===== config.mk =====
export PLATFORM = sky130hd
export DESIGN_NAME = cmos_pixel_capture
export DESIGN_NICKNAME = d
export VERILOG_FILES = /design/src/rtl/cmos_pixel_capture.sv
export SDC_FILE = /design/constraint.sdc
export NUM_CORES = 1
export LEC_CHECK = 0
export CAP_MARGIN = 5
export CORE_MARGIN = 4
export CORE_UTILIZATION = 49
export DETAILED_ROUTE_END_ITERATION = 6
export GPL_TIMING_DRIVEN = 0
export PLACE_DENSITY = 0.85
export SLEW_MARGIN = 20
export SYNTH_ARGS = -nofsm -noshare
export SYNTH_HDL_FRONTEND = slang
export SYNTH_SLANG_ARGS = --single-unit

===== constraint.sdc =====
create_clock -name clk_i -period 2.1 [get_ports clk_i]
set_input_delay 0.315 -clock clk_i [delete_from_list [all_inputs] [get_ports clk_i]]
set_output_delay 0.315 -clock clk_i [all_outputs]
set_load 0.02 [all_outputs]

===== src/rtl/cmos_pixel_capture.sv =====
// Capture engine for an 8-bit CMOS byte stream: pairs bytes into pixels and issues frame-buffer writes.
// Define CAPTURE_DECIMATE_EN to build the 2:1 horizontal/vertical decimation path.
module cmos_pixel_capture #(
    parameter int H_ACTIVE   = 320,
    parameter int V_ACTIVE   = 240,
    parameter int ADDR_WIDTH = $clog2(H_ACTIVE * V_ACTIVE),
    parameter int DATA_WIDTH = 12
) (
    input  logic                  clk_i,
    input  logic                  reset_i,
    input  logic                  cam_valid_i,
    input  logic                  vsync_cmos_i,
    input  logic                  href_cmos_i,
    input  logic [7:0]            pixel_data_cmos_i,
    input  logic [1:0]            mode_i,
    input  logic                  capture_en_i,
    input  logic                  single_i,
    input  logic                  decim_i,
    output logic                  we_o,
    output logic [ADDR_WIDTH-1:0] waddr_o,
    output logic [DATA_WIDTH-1:0] wdata_o,
    output logic                  busy_o,
    output logic                  frame_done_o,
    output logic                  overflow_o,
    output logic                  line_err_o
);
    localparam logic [2:0] S_IDLE       = 3'd0;
    localparam logic [2:0] S_SYNC_WAIT  = 3'd1;
    localparam logic [2:0] S_FRAME_WAIT = 3'd2;
    localparam logic [2:0] S_ACTIVE     = 3'd3;
    localparam logic [2:0] S_HOLD       = 3'd4;

    localparam int COL_W = $clog2(H_ACTIVE + 1);
    localparam int ROW_W = $clog2(V_ACTIVE + 1);
    localparam int AW1   = ADDR_WIDTH + 1;
    localparam logic [COL_W-1:0] H_LIM = COL_W'(H_ACTIVE);
    localparam logic [ROW_W-1:0] V_LIM = ROW_W'(V_ACTIVE);

    logic [2:0]            state_q, state_d;
    logic                  href_q, vsync_q;
    logic [1:0]            mode_q, mode_d;
    logic                  phase_q, phase_d;
    logic [7:0]            b0_q, b0_d;
    logic [COL_W-1:0]      col_q, col_d;
    logic [ROW_W-1:0]      row_q, row_d;
    logic [AW1-1:0]        row_base_q, row_base_d;
    logic                  we_q, we_d;
    logic [ADDR_WIDTH-1:0] waddr_q, waddr_d;
    logic [DATA_WIDTH-1:0] wdata_q, wdata_d;
    logic                  busy_q, busy_d;
    logic                  done_q, done_d;
    logic                  ovf_q, ovf_d;
    logic                  lerr_q, lerr_d;

    logic href_rise, href_fall, vs_rise, vs_fall;
    logic frame_start, line_end, byte_take, byte_phase, pix_done;
    logic line_skip, pix_skip;

    assign href_rise   = href_cmos_i & ~href_q;
    assign href_fall   = ~href_cmos_i & href_q;
    assign vs_rise     = vsync_cmos_i & ~vsync_q;
    assign vs_fall     = ~vsync_cmos_i & vsync_q;
    assign frame_start = (state_q == S_FRAME_WAIT) & vs_fall;
    assign line_end    = (state_q == S_ACTIVE) & href_fall;
    assign byte_take   = (state_q == S_ACTIVE) & cam_valid_i & href_cmos_i;
    // A byte arriving with the href rising edge always starts a new pixel.
    assign byte_phase  = href_rise ? 1'b0 : phase_q;
    assign pix_done    = byte_take & byte_phase;

    function automatic logic [DATA_WIDTH-1:0] fmt_pixel(input logic [1:0] mode,
                                                         input logic [7:0] b0,
                                                         input logic [7:0] b1);
        case (mode)
            2'b01:   return DATA_WIDTH'({b0, b1});
            2'b10:   return DATA_WIDTH'({b0[7:4], b0[7:4], b0[7:4]});
            default: return DATA_WIDTH'({b0[7:4], b0[2:0], b1[7], b1[4:1]});
        endcase
    endfunction

`ifdef CAPTURE_DECIMATE_EN
    logic decim_q, decim_d, line_odd_q, line_odd_d, pix_odd_q, pix_odd_d;

    always_comb begin
        decim_d    = decim_q;
        line_odd_d = line_odd_q;
        pix_odd_d  = pix_odd_q;
        if (frame_start) begin
            decim_d    = decim_i;
            line_odd_d = 1'b0;
            pix_odd_d  = 1'b0;
        end else begin
            if (line_end) line_odd_d = ~line_odd_q;
            if (href_rise) pix_odd_d = 1'b0;
            else if (pix_done) pix_odd_d = ~pix_odd_q;
        end
    end

    always_ff @(posedge clk_i or posedge reset_i) begin
        if (reset_i) begin
            decim_q    <= 1'b0;
            line_odd_q <= 1'b0;
            pix_odd_q  <= 1'b0;
        end else begin
            decim_q    <= decim_d;
            line_odd_q <= line_odd_d;
            pix_odd_q  <= pix_odd_d;
        end
    end

    assign line_skip = decim_q & line_odd_q;
    assign pix_skip  = decim_q & pix_odd_q;
`else
    logic decim_unused;
    assign decim_unused = decim_i;
    assign line_skip    = 1'b0;
    assign pix_skip     = 1'b0;
`endif

    always_comb begin
        // NOTE: every next-state signal gets a default first, so no path can infer a latch.
        state_d    = state_q;
        mode_d     = mode_q;
        phase_d    = phase_q;
        b0_d       = b0_q;
        col_d      = col_q;
        row_d      = row_q;
        row_base_d = row_base_q;
        we_d       = 1'b0;
        waddr_d    = waddr_q;
        wdata_d    = wdata_q;
        busy_d     = busy_q;
        done_d     = 1'b0;
        ovf_d      = ovf_q;
        lerr_d     = lerr_q;

        if (byte_take) begin
            phase_d = ~byte_phase;
            if (!byte_phase) b0_d = pixel_data_cmos_i;
        end else if (href_rise) begin
            phase_d = 1'b0;
        end
        if (href_rise) col_d = '0;

        if (pix_done && !line_skip && !pix_skip) begin
            if (col_q >= H_LIM) lerr_d = 1'b1;
            else                col_d  = col_q + COL_W'(1);
            if (row_q >= V_LIM) ovf_d  = 1'b1;
            if (col_q < H_LIM && row_q < V_LIM) begin
                we_d    = 1'b1;
                waddr_d = ADDR_WIDTH'(row_base_q + AW1'(col_q));
                wdata_d = fmt_pixel(mode_q, b0_q, pixel_data_cmos_i);
            end
        end

        if (line_end) begin
            if (phase_q) lerr_d = 1'b1;
            col_d = '0;
            // row and row_base stop at the bottom of the buffer so the address never wraps
            if (!line_skip && row_q < V_LIM) begin
                row_d      = row_q + ROW_W'(1);
                row_base_d = row_base_q + AW1'(H_ACTIVE);
            end
        end

        case (state_q)
            S_IDLE:       if (capture_en_i) state_d = S_SYNC_WAIT;
            S_SYNC_WAIT:  if (vsync_cmos_i) state_d = S_FRAME_WAIT;
            S_FRAME_WAIT: begin
                if (vs_fall) begin
                    state_d    = S_ACTIVE;
                    mode_d     = mode_i;
                    phase_d    = 1'b0;
                    col_d      = '0;
                    row_d      = '0;
                    row_base_d = '0;
                    ovf_d      = 1'b0;
                    lerr_d     = 1'b0;
                    busy_d     = 1'b1;
                end
            end
            S_ACTIVE: begin
                if (vs_rise) begin
                    done_d = 1'b1;
                    busy_d = 1'b0;
                    if (single_i)          state_d = S_HOLD;
                    else if (capture_en_i) state_d = S_SYNC_WAIT;
                    else                   state_d = S_IDLE;
                end
            end
            S_HOLD:       if (!capture_en_i) state_d = S_IDLE;
            default:      state_d = S_IDLE;
        endcase
    end

    always_ff @(posedge clk_i or posedge reset_i) begin
        // NOTE: sequential state uses non-blocking assignments so every register samples pre-edge values.
        if (reset_i) begin
            state_q    <= S_IDLE;
            href_q     <= 1'b0;
            vsync_q    <= 1'b0;
            mode_q     <= 2'b00;
            phase_q    <= 1'b0;
            b0_q       <= 8'h00;
            col_q      <= '0;
            row_q      <= '0;
            row_base_q <= '0;
            we_q       <= 1'b0;
            waddr_q    <= '0;
            wdata_q    <= '0;
            busy_q     <= 1'b0;
            done_q     <= 1'b0;
            ovf_q      <= 1'b0;
            lerr_q     <= 1'b0;
        end else begin
            state_q    <= state_d;
            href_q     <= href_cmos_i;
            vsync_q    <= vsync_cmos_i;
            mode_q     <= mode_d;
            phase_q    <= phase_d;
            b0_q       <= b0_d;
            col_q      <= col_d;
            row_q      <= row_d;
            row_base_q <= row_base_d;
            we_q       <= we_d;
            waddr_q    <= waddr_d;
            wdata_q    <= wdata_d;
            busy_q     <= busy_d;
            done_q     <= done_d;
            ovf_q      <= ovf_d;
            lerr_q     <= lerr_d;
        end
    end

    assign we_o         = we_q;
    assign waddr_o      = waddr_q;
    assign wdata_o      = wdata_q;
    assign busy_o       = busy_q;
    assign frame_done_o = done_q;
    assign overflow_o   = ovf_q;
    assign line_err_o   = lerr_q;
endmodule


==> results of run 1 <==
power groups by stage:
stage	logic [µW]	clock network, µW	registers, µW
6_report	1660	1210	2090
5_1_grt	1870	1300	2140
4_1_cts	1650	1230	2090
3_5_place_dp	1640	0	2120
3_3_place_gp	1580	0	2090
2_1_floorplan	941	0	2210
state kept, by name, indices dropped and copies added, names as in the netlist, 2 cells and up:
signal and cells:
b0_q 8, col_q 9, mode_q 2, row_base_q 11, row_q 8, state_q 3
waddr_o 17, wdata_o 12
final cells by class:
cell class                      count  area, µm²
Tap cell                           99        124
Buffer                             18       71.3
Multi-Input combinational cell    272       1740
Fill cell                         614       2690
Inverter                           10       41.3
Clock inverter                      6       86.3
Clock buffer                        9        124
Sequential cell                    78       1950
Timing Repair Buffer               52        541
synth_stat cells, drive strengths merged, types with 7 or more instances:
library cell	instances
a21oi	26
a22oi	12
clkbuf	20
dfrtp	78
ha	12
inv	10
mux2	13
nand2	44
nand3	14
nor2	33
nor3	7
o21ai	28
xnor2	13
kinds of logic after synthesis:
family,after synthesis,share of synthesized area
AO/OA/AOI/OAI,88,0.140
buffers and inverters,30,0.0302
adder cells (fa/ha/maj),13,0.0425
multiplexers,16,0.0469
flip-flops,78,0.518
AND/OR/NAND/NOR,138,0.182
XOR/XNOR,17,0.0395
metal layers:
layer  routed length [µm]  GRT usage
met5                    0          0
met4                  142     0.0664
met3                  551     0.0576
met2                 4130      0.331
met1                 3610      0.261
final timing paths:
| kind | start | endpoint | slack (ns) |
|---|---|---|---|
| setup / recovery | row_q[4] | row_base_q[14] | 0.11 |
| hold / removal | reset_i | row_q[4] | 0.31 |
| setup reg to reg | row_q[4] | row_base_q[14] | 0.11 |
| hold reg to reg | wdata_o[7] | wdata_o[7] | 0.48 |
| max in group asynchronous | reset_i | wdata_o[1] | 1.07 |
| min in group clk_i | wdata_o[7] | wdata_o[7] | 0.48 |
timing repair:
item / in CTS / in global routing
endpoints found under the setup margin: 38 / 36
gates resized for setup: 5 / 8
pin swaps: 0 / 2
stage by stage:
stage	hold WS (ns)	util	worst slack [ns]	power, µW
3_5_place_dp	0.470	0.602	-0.737	3760
2_1_floorplan	0.346	-	0.113	3150
4_1_cts	0.314	0.632	0.0125	4970
3_3_place_gp	0.462	0.596	-0.711	3670
5_1_grt	0.337	0.635	0.0206	5320
6_report	0.315	0.635	0.105	4960
cell usage in the layout (no fill, tap or decap), drive strengths merged, types with 2 or more instances in the layout:
master / n
a31oi: 2
o211ai: 4
mux2: 13
dfrtp: 78
o31ai: 6
and3: 3
clkbuf: 27
ha: 12
nor2b: 2
nand2b: 5
or2: 2
clkdlybuf4s50: 50
buf: 2
nor3: 7
or4: 2
clkinvlp: 2
or3: 3
a21oi: 26
nand4: 5
nor2: 33
bufinv: 2
xnor2: 13
o21ai: 28
nor4: 5
clkinv: 2
a22oi: 12
o21a: 2
inv: 10
a211oi: 4
nor3b: 3
xor2: 4
and4b: 2
nand2: 44
nand3: 14
and2: 3
mux2i: 3
==> impl_results.md, run 1 <==
- Run status: complete, no violations
- H-tree levels: 3
- Max-cap violation count: 0
- Dpl hpwl: 6.20 mm
- Cell Chain, Critical Path: and4_1 > or3_1 > clkbuf_2 > or4_1 > a21oi_1
- Area growth, synth to finish: 24.3%
- Finished Cell Area: 4680 µm²
- CP endpoint kind: flip-flop
- Leak pwr: 0.00198 µW
- Yosys top cell by area: dfrtp_1
- Slowest stage delay, CP: 0.51 ns
- Global placer's final weighted congestion: 0.890
- Worst r2r path cells: 5
- Int Pwr: 3200 µW
- Ys async rst share: 1.00
- Switching power: 1760 µW
- Buffer and inverter count on the worst path: 1
- Area of the die: 9150 µm²
- CTS tree: built
- IO Pins: 52
- Final wirelength: 8.43 mm
- Reg power frac: 0.422
- Fin crit period: 1.99 ns
- Routed vias: 3111
- Final Non-Filler Cells: 544
- Sequential area share after synthesis: 0.518
- CP max FO: 6
- TritonCTS Buffers: 9
- Initial antenna violation count: 0
- Drt pass-1 iters: 6
- Pwr Density: 1060 nW/µm²
- CTS Sinks: 78
- Clk buf depth: 2
- Hold_buf cts: 0
- Synth Flop Type: dfrtp_1
- WL per Instance: 15.5 µm
- GRT Util Overall: 0.203
- ANT cells: 0
- Area after DPL: 4430 µm²
- Switching Share: 0.355
- Initial drt markers: 204
- RSZ-0062 raised after global routing: no
- GRT overflow: 0
- Synth Register Bits: 78
- Startpoint Class: flip-flop
- Syn_area_per_cell: 9.91 µm²
- Critical path class: flip-flop to flip-flop
- Cell total after placement: 531
- Synth cell types: 42
- Slew @ Worst Pin: 0.800 ns
- Layout cells sized above 1: 0.101
- Core ar.: 7370 µm²
- Die extent in x: 95.7 µm
- Slew HR: 0.462
- Drt drc: 0
- Post-CTS setup repair buffer count: 0
- Syn nets: 410
- Vias in the first global route: 3069
- Ys Warns: 0
- Remaining antenna violation count: 0
- Final Cycle Share: 0.950
- EDFF count, synth: 0
- HP Class: primary input to async pin
- Synth Instances: 380
- Initial Util: 0.511
- CTS clk-pin slew, worst paths: 0.08 ns
- Worst-Skew Late Latency: 0.35 ns
- Setup TNS: 0 ns
- VDD IR max: 0.631 mV
- Row cnt: 31
- Synthesized cell area: 3760 µm²
- F_max: 501 MHz
- DR vias/cell: 5.72
- Logic gate share of total power: 0.334
- Worst EP required: 2.37 ns
- Critical Path Stages: 5
- Final hold vios: 0
- Top cell type's share of synthesized area: 0.518
- Largest net degree at the start of global routing: 36
- Crit path max-delay family: simple AND/OR/NAND/NOR gates
- Synth top area cells: dfrtp_1 (52%), nand2_1 (4.4%), ha_1 (4.0%)
- Port buffer count: 50
- Clock share of power: 0.244
- First-pass GRT wire length: 14.6 mm
- Final nets: 471
- Finish-stage setup viols: 0
- CP Data Arrival Time: 2.27 ns
- Worst path slowest cell: or4_1
- Pins Over Slew Limit: 0
- Max Clock Skew: 0.00828 ns
- Die height: 95.7 µm
- Root buf cell: clkbuf_8
(Power assumes the default switching activity.)
==> inputs of run 2 (changes only) <==
--- a/config.mk
+++ b/config.mk
@@ -11,6 +11,7 @@
 export DETAILED_ROUTE_END_ITERATION = 6
 export GPL_TIMING_DRIVEN = 0
 export PLACE_DENSITY = 0.85
+export RECOVER_POWER = 100
 export SLEW_MARGIN = 20
 export SYNTH_ARGS = -nofsm -noshare
 export SYNTH_HDL_FRONTEND = slang
==> impl_results.md, run 2 (synthesized netlist as in run 1, its figures left out) <==
- Remaining antenna violation count: 0 (unchanged)
- Setup TNS: 0 ns (unchanged)
- H-tree levels: 3 (unchanged)
- Routed vias: 3110 (-0.032%)
- Finish-stage setup viols: 0 (unchanged)
- CP max FO: 6 (unchanged)
- HP Class: flip-flop to flip-flop
- Pre-CTS setup slack: -0.737 ns (unchanged)
- Max Clock Skew: 0.00733 ns (-0.000954 ns)
- CTS tree: built
- Root buf cell: clkbuf_8
- CP Data Arrival Time: 2.26 ns (about the same)
- Clk buf depth: 2 (unchanged)
- Reg power frac: 0.426 (+0.004)
- VDD IR max: 0.628 mV (-0.51%)
- Switching power: 1760 µW (-0.14%)
- Pwr Density: 1050 nW/µm² (-0.70%)
- Row cnt: 31 (unchanged)
- CTS Sinks: 78 (unchanged)
- Most common cell after layout, fill and taps aside: dfrtp_1
- Filler Cells Inserted: 617 (+0.49%)
- Global placer's final weighted congestion: 0.890 (unchanged)
- WL per Instance: 15.5 µm (about the same)
- Multi-input gate area: 1740 µm² (unchanged)
- IO Pins: 52 (unchanged)
- Critical path class: flip-flop to flip-flop
- Area growth, synth to finish: 23.8%
- CP endpoint kind: flip-flop
- Slew HR: 0.439 (-0.0226)
- ANT cells: 0 (unchanged)
- Logic gate share of total power: 0.328 (-0.006)
- Seq. cell area: 1950 µm² (unchanged)
- Area of the die: 9150 µm² (unchanged)
- TritonCTS Buffers: 9 (unchanged)
- Port buffer count: 50 (unchanged)
- Hold_buf cts: 0 (unchanged)
- Die extent in x: 95.7 µm (unchanged)
- Core ar.: 7370 µm² (unchanged)
- Initial antenna violation count: 0 (unchanged)
- Max FFs per register: 17 (unchanged)
- Dpl hpwl: 6.20 mm (unchanged)
- Final core utilization: 0.633 (-0.00238)
- Post-CTS setup repair buffer count: 0 (unchanged)
- Worst EP required: 2.37 ns (about the same)
- GRT overflow: 0 (unchanged)
- Initial drt markers: 212 (+3.9%)
- Pins Over Slew Limit: 0 (unchanged)
- First-pass GRT wire length: 14.6 mm (unchanged)
- DR vias/cell: 5.72 (about the same)
- Int Pwr: 3150 µW (-1.6%)
- Vias in the first global route: 3069 (unchanged)
- GRT Util Overall: 0.203 (unchanged)
- Run status: complete, no violations
- Leak pwr: 0.00208 µW (+5.2%)
- Drt pass-1 iters: 5 (-1)
- Final hold vios: 0 (unchanged)
- Max-cap violation count: 0 (unchanged)
- Setup ws final: 0.111 ns (+0.00570 ns)
- Fin crit period: 1.99 ns (-0.00570 ns)
- Final nets: 471 (unchanged)
- F_max: 503 MHz (+0.29%)
- Final total power: 4910 µW (-1.1%)
- Switching Share: 0.359 (+0.00335)
- Drt drc: 0 (unchanged)
- Die height: 95.7 µm (unchanged)
- Slew @ Worst Pin: 0.836 ns (+0.0367 ns)
- Largest net degree at the start of global routing: 36 (unchanged)
- Worst-Skew Late Latency: 0.35 ns (about the same)
- Final Cycle Share: 0.947 (-0.00271)
- CTS clk-pin slew, worst paths: 0.08 ns (about the same)
- Initial Util: 0.511 (unchanged)
- Startpoint Class: flip-flop
- Final wirelength: 8.43 mm (about the same)
- Layout cells sized above 1: 0.101 (unchanged)
- RSZ-0062 raised after global routing: no
- Clock share of power: 0.246 (+0.002)
- Commonest non-fill, non-tap cells in the layout: dfrtp_1 (77), nand2_1 (44), dlygate4sd3_1 (36), nor2_1 (32), o21ai_0 (27)
-- run 2: cell count changes in the layout (fill, tap and decap cells not counted), sizes merged --
cell / before / now
buf: 2 / 1
dlygate4sd3: 0 / 36
clkdlybuf4s50: 50 / 14
clkbuf: 27 / 28
-- run 2: power groups by stage --
stage	Clock [µW]	Sequential (µW)	Combinational (µW)
2_1_floorplan	0	2210	941
3_3_place_gp	0	2090	1580
3_5_place_dp	0	2120	1640
4_1_cts	1230	2090	1650
5_1_grt	1300	2140	1820
6_report	1210	2090	1610
-- run 2: layout make-up --
class                   instances  area share
plain buffers                  18      0.0153
clock buffers                   9      0.0266
clock inverters                 6      0.0185
inverters                      10     0.00832
multi-input cells             272       0.373
flip-flops and latches         78       0.419
well taps                      99      0.0266
repair buffers                 52       0.113
-- run 2: metrics by stage --
| stage | cells | hold WS (ns) | cell area (µm²) |
|---|---|---|---|
| floorplan | 380 | 0.346 | 3770 |
| global route | 544 | 0.503 | 4660 |
| detailed placement | 531 | 0.470 | 4430 |
| global placement | 529 | 0.462 | 4390 |
| finish | 544 | 0.476 | 4660 |
| CTS | 544 | 0.314 | 4660 |
-- run 2: worst max-delay path: stages, from the launching register on --
cell and delay [ns]:
dfrtp_1 0.45, and4_1 0.27, or3_1 0.38, clkbuf_2 0.15, or4_1 0.51, a21oi_1 0.15
-- run 2: worst paths after layout --
kind | start | endpoint | slack (ns) | cells past startpoint
max | row_q[4] | row_base_q[14] | 0.11 | 5
min | wdata_o[7] | wdata_o[7] | 0.48 | 2
max reg2reg | row_q[4] | row_base_q[14] | 0.11 | 5
min reg2reg | wdata_o[7] | wdata_o[7] | 0.48 | 2
max in group asynchronous | reset_i | wdata_o[1] | 0.31 | 4
min in group asynchronous | reset_i | row_q[4] | 0.53 | 2
-- run 2: layer usage --
metal | track usage | part of all wire | up-vias
met5 | 0 | 0 | -
met4 | 0.0664 | 0.017 | 0
met3 | 0.0576 | 0.060 | 15
met2 | 0.331 | 0.49 | 105
met1 | 0.261 | 0.43 | 1522
li1 | - | - | 1468
-- run 2: what timing repair did --
action | CTS | global route
endpoints found under the setup margin | 38 | 36
pin swaps | 0 | 2
gates resized for setup | 5 | 8
